==> config.mk <==
export PLATFORM = sky130hd
export DESIGN_NAME = stream_mux_rr
export DESIGN_NICKNAME = d
export VERILOG_FILES = /design/src/rtl/stream_mux_rr.sv
export SDC_FILE = /design/constraint.sdc
export NUM_CORES = 1
export LEC_CHECK = 0
export ABC_AREA = 1
export ABC_CLOCK_PERIOD_IN_PS = 1800
export CAP_MARGIN = 20
export CORE_MARGIN = 3
export CORE_UTILIZATION = 32
export CTS_BUF_LIST = sky130_fd_sc_hd__clkbuf_8
export DETAILED_ROUTE_END_ITERATION = 7
export PLACE_DENSITY = 0.79
export SLEW_MARGIN = 10
export SYNTH_ARGS = -nofsm -noshare
export SYNTH_HDL_FRONTEND = slang
export SYNTH_SLANG_ARGS = --single-unit
==> constraint.sdc <==
create_clock -name clk -period 1.8 [get_ports clk]
set_input_delay 0.27 -clock clk [delete_from_list [all_inputs] [get_ports clk]]
set_output_delay 0.27 -clock clk [all_outputs]
set_load 0.03 [all_outputs]
==> src/rtl/stream_mux_rr.sv <==
// stream_mux_rr
//   N-to-1 valid/ready stream multiplexer with a single registered output
//   stage. MODE 0 forwards the channel chosen by sel. MODE 1 arbitrates
//   round-robin among the valid channels.
//
// Ports
//   clk        rising-edge clock
//   rst        synchronous active-high reset
//   in_data    N*WIDTH payloads, channel i at [i*WIDTH +: WIDTH]
//   in_valid   per-channel valid
//   in_ready   per-channel ready (combinational, one-hot or zero)
//   sel        channel select (MODE 0 only)
//   out_data   registered payload
//   out_valid  output register holds data
//   out_ready  downstream ready
//   out_chan   registered source channel index of out_data
module stream_mux_rr #(
    parameter int WIDTH = 32,
    parameter int N     = 8,
    parameter int MODE  = 0,
    localparam int SW   = (N > 1) ? $clog2(N) : 1
) (
    input  logic                 clk,
    input  logic                 rst,
    input  logic [N*WIDTH-1:0]   in_data,
    input  logic [N-1:0]         in_valid,
    output logic [N-1:0]         in_ready,
    input  logic [SW-1:0]        sel,
    output logic [WIDTH-1:0]     out_data,
    output logic                 out_valid,
    input  logic                 out_ready,
    output logic [SW-1:0]        out_chan
);

    logic [SW-1:0] ptr;
    logic [SW-1:0] grant_idx;
    logic          grant;
    logic          open;
    logic          take;

    // Output register can accept a word when empty or draining this cycle.
    assign open = !out_valid || out_ready;
    assign take = grant && open && !rst;

    always_comb begin
        int sel_i;
        int ptr_i;
        int idx;
        grant     = 1'b0;
        grant_idx = '0;
        sel_i     = int'(sel);
        ptr_i     = int'(ptr);
        idx       = 0;
        if (MODE == 0) begin
            // sel may exceed N-1 when N is not a power of two; that is
            // simply "no grant".
            if (sel_i < N) begin
                if (in_valid[sel_i]) begin
                    grant     = 1'b1;
                    grant_idx = sel;
                end
            end
        end else begin
            // Rotating-priority search starting at ptr; first hit wins.
            for (int k = 0; k < N; k++) begin
                idx = ptr_i + k;
                if (idx >= N) idx = idx - N;
                if (!grant && in_valid[idx]) begin
                    grant     = 1'b1;
                    grant_idx = idx[SW-1:0];
                end
            end
        end
    end

    always_comb begin
        in_ready = '0;
        for (int i = 0; i < N; i++) begin
            in_ready[i] = take && (int'(grant_idx) == i);
        end
    end

    always_ff @(posedge clk) begin
        if (rst) begin
            out_valid <= 1'b0;
            out_data  <= '0;
            out_chan  <= '0;
            ptr       <= '0;
        end else begin
            if (take) begin
                out_valid <= 1'b1;
                out_data  <= in_data[grant_idx*WIDTH +: WIDTH];
                out_chan  <= grant_idx;
                if (MODE == 1) begin
                    if (int'(grant_idx) == N - 1) ptr <= '0;
                    else                         ptr <= grant_idx + 1'b1;
                end
            end else if (out_valid && out_ready) begin
                // Drained with no refill: data and channel are held.
                out_valid <= 1'b0;
            end
        end
    end

endmodule

==> impl_metrics.csv, run 1 <==
group,metric,value,unit
run_status,outcome,"complete, but fails checks",
run_status,violations,"negative setup slack",
hold_path,holdCritPathClass,"in2reg",
global_routing,gr-usage-met2,0.513,
critical_path,r2r_cells,12,
power,p_total,3.64,mW
synthesis,syn_nets,1151,
clock_tree,htreeDepth,2,
sta,hold_viol_final,0,
synthesis,synth_top_flop_cell,"dfxtp_1",
clock_tree,numCtsBuffers,5,
detailed_routing,antenna_left,0,
place,dpl.hpwl,16.4,mm
critical_path,startpoint_type,"input port",
hold_path,min_to,"out_valid$_SDFFE_PP0P_",
detailed_routing,vias,6557,
synthesis,synth-async-reset-ratio,0,
critical_path,rr_startpoint,"out_valid$_SDFFE_PP0P_",
power,powerDensity,441,nW/um2
power,peakVddDrop,0.297,mV
job,maxCapViolations,0,
detailed_routing,drt_first_pass_iters,5,
layout,fin_nets,1467,
global_routing,antenna_found_initial,0,
critical_path,cp_data_required_time,1.53,ns
clock_tree,cts_buffer_depth,2,
sta,worstMarginPinSlew,0.448,ns
global_routing,grtUsageTotal,0.271,
layout,final_area,8250,um2
die,dieArea,14800,um2
sta,relSlewSlack,0.701,
clock_tree,hold_buffers,0,
synthesis,synthCells,881,
global_routing,grt.overflow.total,0,
synthesis,synth_warnings,0,
detailed_routing,drc,0,
synthesis,ys_types,20,
clock_tree,numClockSinks,36,
critical_path,crit_type,"in2out",
die,start_util,0.334,
place,port_buffers,313,
global_routing,grt_max_degree,70,
clock_tree,clkTransAtPathRegs,0.07,ns
critical_path,worst_ep_arrival_time,1.56,ns
die,rows,41,
hold_path,min_path_cells,4,
critical_path,r2r_end,"out_data[5]$_SDFFE_PP0P_",
power,cellLeakagePower,4.14,nW
sta,layout_worst_path_cycle_share,1.01,
die,die_w,122,um
sta,finalCriticalPeriod,1.83,ns
synthesis,netlist_area,4280,um2
sta,fin_ws,-0.0264,ns
die,die_y,122,um
sta,slew_violations,0,
die,io_pins,314,
hold_path,hold_start,"out_ready",
synthesis,synth_edf_count,0,
sta,setup_viol,1,
critical_path,rrSetupSlack,0.24,ns
detailed_routing,drtIter0Drc,396,
layout,antennaDiodeCount,0,
global_routing,grt_pass1_vias,6323,
layout,drive_gt1_frac,0.106,
global_routing,grt_use_met1,0.297,
clock_tree,clk-insertion-delay-late,0.28,ns
critical_path,endpoint_kind,"output port",
clock_tree,cts-root-buf,"clkbuf_8",
synthesis,syn_avg_cell_area,4.86,um2
clock_tree,tritoncts,"done",
sta,holdWs,0.457,ns
synthesis,synth_seq_cells,36,
place,gp_congestion,0.875,
detailed_routing,viasPerCell,4.79,
synthesis,ys_seq_area_frac,0.168,
die,core_area,12800,um2
layout,areaGrowthSynthToFinish,92.8,%
place,place_area,7800,um2
sta,skew,0.00451,ns
global_routing,gr-max-usage-layer,"met2",
sta,fmax,0.548,GHz
detailed_routing,detail_route.wl_per_cell,15.4,um
detailed_routing,drt-total-wl,21.1,mm
critical_path,cp_max_fo,7,
global_routing,use_met3,0.0729,
sta,rsz0062_at_grt,"true",
global_routing,grt_pass1_wl,32.2,mm
worst max-delay path, cell delays in order:
cell and delay, ns:
buf_12 0.12, nand2_2 0.07, nand3_2 0.09, nand2_2 0.11, nand2_4 0.08, nand2_8 0.14
nand2_8 0.09, buf_12 0.14, nor2_4 0.12, inv_2 0.07, nor2_2 0.12, buf_6 0.14
synthesized netlist by cell type, types with 5 or more instances:
library cell / count / area share
inv_2: 6 / 0.0053
clkbuf_1: 23 / 0.020
nand4_1: 21 / 0.031
dfxtp_1: 36 / 0.17
nand2_1: 516 / 0.45
nor2_1: 21 / 0.018
nand3_1: 152 / 0.18
buf_4: 9 / 0.016
buf_2: 32 / 0.037
inv_1: 36 / 0.032
a21oi_1: 8 / 0.0094
nand2_2: 5 / 0.0073
registers in the layout, summed over array words and instances, names as in the netlist:
register   cells
out_chan       3
out_data      32
out_valid      1
metal layers:
layer / wire length (um) / vias up / part of all wire
met5: 0 / - / 0
met1: 7850 / 2878 / 0.37
li1: - / 3387 / -
met2: 10900 / 261 / 0.52
met3: 1840 / 31 / 0.087
met4: 544 / 0 / 0.026
placed cells by master, fill, tap and decap left out, drive strengths merged, types with 6 or more instances in the layout:
master / n
clkdlybuf4s50: 292
clkbuf: 6
nand3: 152
nand2: 523
a21oi: 8
nand4: 21
buf: 76
nor2: 22
dfxtp: 36
inv: 44
where the power goes:
group / internal [mW] / total [mW] / switching, mW
Combinational: 1.09 / 2.16 / 1.07
Sequential: 0.854 / 0.887 / 0.0331
Clock: 0.301 / 0.587 / 0.286
Total: 2.25 / 3.64 / 1.39
what timing repair did:
action / in CTS / in global routing
hold endpoints to repair: 0 / 0
gates resized for setup: 61 / 23
pin swaps: 19 / 14
endpoints found under the setup margin: 40 / 11
buffers inserted: 12 / 6
gates cloned: 1 / 0
kinds of logic (layout without fill, tap and decap cells):
kind of cell	after synthesis	count (layout)	share of synthesized area
compound gates	16	16	0.0205
buf+inv	109	426	0.113
flops	36	36	0.168
simple gates	720	720	0.698
layout make-up:
class,count,area (um2)
multi-input cells,736,3270
well taps,172,215
inverters,42,183
fillers,1217,4580
flip-flops and latches,36,722
clock inverters,2,7.51
clock buffers,6,82.6
repair buffers,376,3760
worst max path at each step:
| stage | endpoint | depth (start not counted) | from | slack (ns) |
|---|---|---|---|---|
| after floorplan | out_data[25]$_SDFFE_PP0P_ | 12 | sel[1] | -0.1 |
| after global placement | in_ready[1] | 11 | sel[1] | -0.47 |
| after detailed placement | in_ready[1] | 11 | sel[1] | -0.51 |
| after CTS | in_ready[1] | 10 | in_valid[0] | 0.005 |
| after global routing | in_ready[3] | 13 | sel[0] | -0.11 |
| final | in_ready[3] | 12 | sel[0] | -0.03 |
stage by stage:
stage	util	TNS (ns)	instances	setup slack (ns)
after floorplan	-	-0.494	881	-0.0984
after global placement	0.608	-15.50	1344	-0.469
after detailed placement	0.608	-17.59	1344	-0.511
after CTS	0.634	0	1365	0.00541
after global routing	0.643	-0.958	1370	-0.108
final	0.643	-0.0264	1370	-0.0264
Power figures use the tool's default switching activity.
==> inputs of run 2 (changes only) <==
- CAP_MARGIN: 20 -> unset
- CORE_ASPECT_RATIO: unset -> 0.8
- RECOVER_POWER: unset -> 100
==> run 2 against run 1 <==
Maximum frequency grew 1.7%. Worst setup slack gained 0.031 ns. Utilization shrank 1.9 points. Flip-flop and latch count is the same. Highest routed layer unchanged. Design area shrank 1.8%. The flow now finishes without violations. Critical path depth grew 2. Clock power grew 8.3%. Sequential power is essentially flat.
==> impl_metrics.csv, run 2 (synthesized netlist as in run 1, its figures left out) <==
group,metric,value,unit
job,maxCapViolations,0,
critical_path,crit_path_top_delay_cell,"nand2_8",
global_routing,grt.overflow.total,0,
power,peakVddDrop,0.282,mV
critical_path,crit_path_max_incr_delay,0.14,ns
sta,relSlewSlack,0.592,
detailed_routing,drtIter0Drc,426,
layout,antennaDiodeCount,0,
clock_tree,hold_buffers,0,
place,dpl.hpwl,16.3,mm
sta,fin_tns_setup,0,ns
critical_path,crit_type,"in2out",
global_routing,grt_pass1_wl,31.1,mm
run_status,outcome,"finished, final reports clean",
layout,areaGrowthSynthToFinish,89.2,%
critical_path,startpoint_type,"input port",
global_routing,antenna_found_initial,0,
detailed_routing,drt_first_pass_iters,6,
clock_tree,cts_buffer_depth,2,
die,rows,37,
clock_tree,clk-insertion-delay-late,0.29,ns
place,gp_congestion,0.904,
sta,setup_viol,0,
detailed_routing,drt-total-wl,21.0,mm
sta,slew_violations,0,
die,start_util,0.330,
layout,fin_nets,1462,
global_routing,grt_pass1_vias,5921,
sta,skew,0.0138,ns
global_routing,gr-max-usage-layer,"met2",
layout,largest_reg_flops,32,
power,cellLeakagePower,4.09,nW
power,powerDensity,448,nW/um2
sta,rsz0062_at_grt,"true",
die,core_area,13000,um2
layout,reg_top3,"out_data: 32 flops, out_chan: 3 flops, out_valid: 1 flops",
place,dp_cells,1351,
global_routing,grt_use_met1,0.356,
layout,top_register,"out_data",
global_routing,grtUsageTotal,0.264,
layout,final_cell_mix,"nand2_1 (515), clkdlybuf4s50_1 (292), nand3_1 (148)",
sta,finalCriticalPeriod,1.80,ns
layout,final_common_cell,"nand2_1",
sta,layout_worst_path_cycle_share,0.997,
detailed_routing,detail_route.wl_per_cell,15.3,um
clock_tree,htreeDepth,2,
clock_tree,tritoncts,"done",
sta,hold_viol_final,0,
critical_path,worst_ep_arrival_time,1.53,ns
detailed_routing,drc,0,
clock_tree,numClockSinks,36,
global_routing,gr-usage-met2,0.444,
die,die_w,135,um
critical_path,cp_cell_sequence,"buf_8, inv_4, nand2_1, nand3_2, nand2_2, nand2_4, nand2_8, nand2_8, buf_6, nor2_4, buf_6, inv_4, nor2_4, buf_6",
detailed_routing,viasPerCell,4.83,
clock_tree,numCtsBuffers,5,
die,io_pins,314,
clock_tree,clkTransAtPathRegs,0.09,ns
die,dieArea,14800,um2
detailed_routing,antenna_left,0,
place,pre_cts_slack,-0.514,ns
layout,fin_cells,1367,
clock_tree,cts-root-buf,"clkbuf_8",
critical_path,crit_top_cell,"buf_6",
power,p_total,3.63,mW
critical_path,cp_max_fo,7,
global_routing,grt_max_degree,61,
hold_path,holdCritPathClass,"in2reg",
sta,fmax,0.557,GHz
global_routing,use_met3,0.0522,
layout,drive_gt1_frac,0.0940,
place,port_buffers,313,
critical_path,endpoint_kind,"output port",
detailed_routing,vias,6597,
die,die_y,109,um
sta,worstMarginPinSlew,0.613,ns
critical_path,cp_data_required_time,1.53,ns
sta,fin_ws,0.00475,ns
run 2: changes by cell type in the layout (fill, tap and decap cells not counted), sizes merged:
cell / before / now
dlygate4sd2: 2 / 6
clkbuf: 6 / 11
inv: 44 / 42
clkdlybuf4s15: 5 / 1
bufbuf: 1 / 0
buf: 76 / 68
run 2: cell type report:
type | instances | area, um2
sequential | 36 | 722
timing repair buffer | 371 | 3670
clock buffer | 7 | 96.3
multi-input combinational | 736 | 3220
tap | 175 | 219
inverter | 42 | 168
fill | 1292 | 4870
run 2: critical path: cells and delay by family:
| family | cells | cell delay, ns |
|---|---|---|
| simple gates | 8 | 0.72 |
| buf+inv | 6 | 0.52 |
run 2: through the flow:
stage / instance area, um2 / utilization / hold slack [ns]
3_5_place_dp: 7820 / 0.603 / 0.475
3_3_place_gp: 7820 / 0.603 / 0.466
6_report: 8100 / 0.625 / 0.498
4_1_cts: 8070 / 0.623 / 0.497
5_1_grt: 8100 / 0.625 / 0.523
2_1_floorplan: 4340 / - / 0.492
run 2: layer usage:
metal  share of wire  vias to the layer above
met1            0.44                     2931
li1                -                     3380
met3           0.078                       24
met2            0.46                      262
met5               0                        -
met4           0.016                        0
run 2: timing repair:
item | 4_1_cts | 5_1_grt
hold endpoints to repair | 0 | 0
gates resized for setup | 43 | 16
setup buffers | 8 | 3
setup endpoints to repair | 40 | 36
cloned | 1 | 0
pin swaps | 18 | 12
run 2: report_power, final:
part	internal, mW	leakage [nW]	switching, mW
sequential	0.854	0.294	0.0342
combinational	1.05	3.74	1.05
clock	0.342	0.0503	0.294
total	2.25	4.09	1.38
run 2: worst paths after layout:
path | start | end | slack, ns | depth (start not counted)
worst max register to register | out_valid$_SDFFE_PP0P_ | out_data[6]$_SDFFE_PP0P_ | 0.14 | 13
worst min-delay path | out_ready | out_valid$_SDFFE_PP0P_ | 0.50 | 4
worst max-delay path | sel[0] | in_ready[7] | 0.005 | 14
worst min register to register | out_chan[0]$_SDFFE_PP0P_ | out_chan[0]$_SDFFE_PP0P_ | 0.50 | 2
==> inputs of run 3 (changes only) <==
- CTS_BUF_LIST: sky130_fd_sc_hd__clkbuf_8 -> unset
==> run 3 against run 2 <==
Worst hold slack got worse by 0.00053 ns. Clock skew decreased by 0.0066 ns. Routed wire length about the same. Clock-buffer cell count unchanged. Global-route usage increased by 0.058 points. Register-to-register slack improved by 0.02 ns. Combinational power about the same. Sequential power about the same. Critical endpoint unchanged. Highest routed layer unchanged.
==> impl_metrics.csv, run 3 (synthesized netlist as in run 1, its figures left out) <==
group,metric,value,unit
run_status,outcome,"finished, final reports clean",
power,cellLeakagePower,4.11,nW
clock_tree,cts_buffer_depth,2,
detailed_routing,drt-total-wl,21.0,mm
layout,largest_reg_flops,32,
detailed_routing,antenna_left,0,
layout,reg_top3,"out_data: 32 flops, out_chan: 3 flops, out_valid: 1 flops",
global_routing,grt.overflow.total,0,
layout,drive_gt1_frac,0.0999,
clock_tree,tritoncts,"done",
power,powerDensity,477,nW/um2
clock_tree,numCtsBuffers,5,
sta,relSlewSlack,0.600,
global_routing,grt_pass1_vias,5943,
sta,fmax,0.562,GHz
layout,top_register,"out_data",
die,start_util,0.330,
detailed_routing,vias,6581,
layout,areaGrowthSynthToFinish,91.0,%
critical_path,cp_max_fo,6,
place,dpl.hpwl,16.3,mm
layout,multiInputGateArea,3240,um2
hold_path,min_path_cells,2,
critical_path,startpoint_type,"input port",
place,port_buffers,313,
die,core_area,13000,um2
global_routing,grt_max_degree,61,
clock_tree,cts-root-buf,"clkbuf_16",
die,rows,37,
critical_path,cp_data_required_time,1.53,ns
clock_tree,clkTransAtPathRegs,0.05,ns
sta,hold_viol_final,0,
die,dieArea,14800,um2
sta,skew,0.00716,ns
layout,n_fill_cell,1283,
detailed_routing,drt_first_pass_iters,5,
critical_path,r2r_cells,13,
job,maxCapViolations,0,
critical_path,crit_type,"in2out",
global_routing,grtUsageTotal,0.265,
detailed_routing,detail_route.wl_per_cell,15.4,um
detailed_routing,viasPerCell,4.82,
power,p_total,3.90,mW
clock_tree,clk-insertion-delay-late,0.27,ns
global_routing,antenna_found_initial,0,
place,gp_congestion,0.904,
layout,final_area,8170,um2
place,place_area,7820,um2
sta,fin_tns_setup,0,ns
die,die_y,109,um
detailed_routing,drtIter0Drc,407,
layout,seqCellArea,722,um2
sta,finalCriticalPeriod,1.78,ns
critical_path,endpoint_kind,"output port",
sta,rsz0062_at_grt,"true",
die,io_pins,314,
sta,slew_violations,0,
clock_tree,numClockSinks,36,
layout,fin_nets,1461,
layout,final_cell_mix,"nand2_1 (511), clkdlybuf4s50_1 (292), nand3_1 (147)",
hold_path,holdCritPathClass,"reg2reg",
die,die_w,135,um
global_routing,grt_pass1_wl,31.1,mm
critical_path,worst_ep_arrival_time,1.51,ns
clock_tree,htreeDepth,2,
sta,setup_viol,0,
sta,worstMarginPinSlew,0.599,ns
layout,final_common_cell,"nand2_1",
detailed_routing,drc,0,
sta,layout_worst_path_cycle_share,0.989,
layout,antennaDiodeCount,0,
power,peakVddDrop,0.330,mV
[run 3: cell count changes in the layout (fill, tap and decap cells not counted), moves of 3 or more]
cell	change
nand2_2	+4
clkbuf_8	-5
inv_1	-3
nand2_1	-4
clkbuf_16	+5
inv_2	+3
[run 3: worst paths after layout]
kind / slack, ns / startpoint / to
max: 0.02 / in_valid[0] / in_ready[7]
min: 0.50 / out_chan[0]$_SDFFE_PP0P_ / out_chan[0]$_SDFFE_PP0P_
max reg2reg: 0.16 / out_valid$_SDFFE_PP0P_ / out_data[15]$_SDFFE_PP0P_
min reg2reg: 0.50 / out_chan[0]$_SDFFE_PP0P_ / out_chan[0]$_SDFFE_PP0P_
[run 3: layer usage]
| metal | track usage | share of wire | vias up |
|---|---|---|---|
| met1 | 0.355 | 0.44 | 2933 |
| li1 | - | - | 3384 |
| met4 | 0.0612 | 0.019 | 0 |
| met5 | 0 | 0 | - |
| met3 | 0.0485 | 0.076 | 23 |
| met2 | 0.445 | 0.46 | 241 |
[run 3: power by group]
| part | internal [mW] | total, mW | switching [mW] |
|---|---|---|---|
| Combinational | 1.05 | 2.11 | 1.05 |
| Sequential | 0.855 | 0.889 | 0.0339 |
| Clock | 0.581 | 0.898 | 0.318 |
| Total | 2.49 | 3.90 | 1.41 |
[run 3: area by class of cell]
class                           count  area share
Sequential cell                    36      0.0884
Tap cell                          175      0.0268
Inverter                           42      0.0208
Multi-Input combinational cell    736       0.396
Clock buffer                        7      0.0187
Timing Repair Buffer              370       0.449
[run 3: what timing repair did]
| action | 4_1_cts | 5_1_grt |
|---|---|---|
| setup endpoints to repair | 40 | 38 |
| cloned | 1 | 0 |
| buffers inserted | 7 | 2 |
| pin swaps | 18 | 14 |
| hold buffers | 0 | 0 |
| gates resized for setup | 43 | 29 |
| hold endpoints to repair | 0 | 0 |
[run 3: per-stage QoR]
stage | std cells | util | hold slack, ns | worst slack, ns
floorplan | 881 | - | 0.492 | -0.0984
global placement | 1351 | 0.603 | 0.466 | -0.513
detailed placement | 1351 | 0.603 | 0.475 | -0.514
CTS | 1365 | 0.627 | 0.491 | 0.00295
global route | 1366 | 0.630 | 0.519 | -0.0502
finish | 1366 | 0.630 | 0.497 | 0.0202
[run 3: worst max-delay path, stage by stage]
cell           delay [ns]
dlygate4sd2_1        0.20
nand2_1              0.07
nand3_2              0.09
nand3_4              0.09
nand2_8              0.14
nand2_8              0.08
buf_6                0.12
nor2_4               0.08
buf_6                0.11
inv_4                0.04
nor2_4               0.09
buf_6                0.13
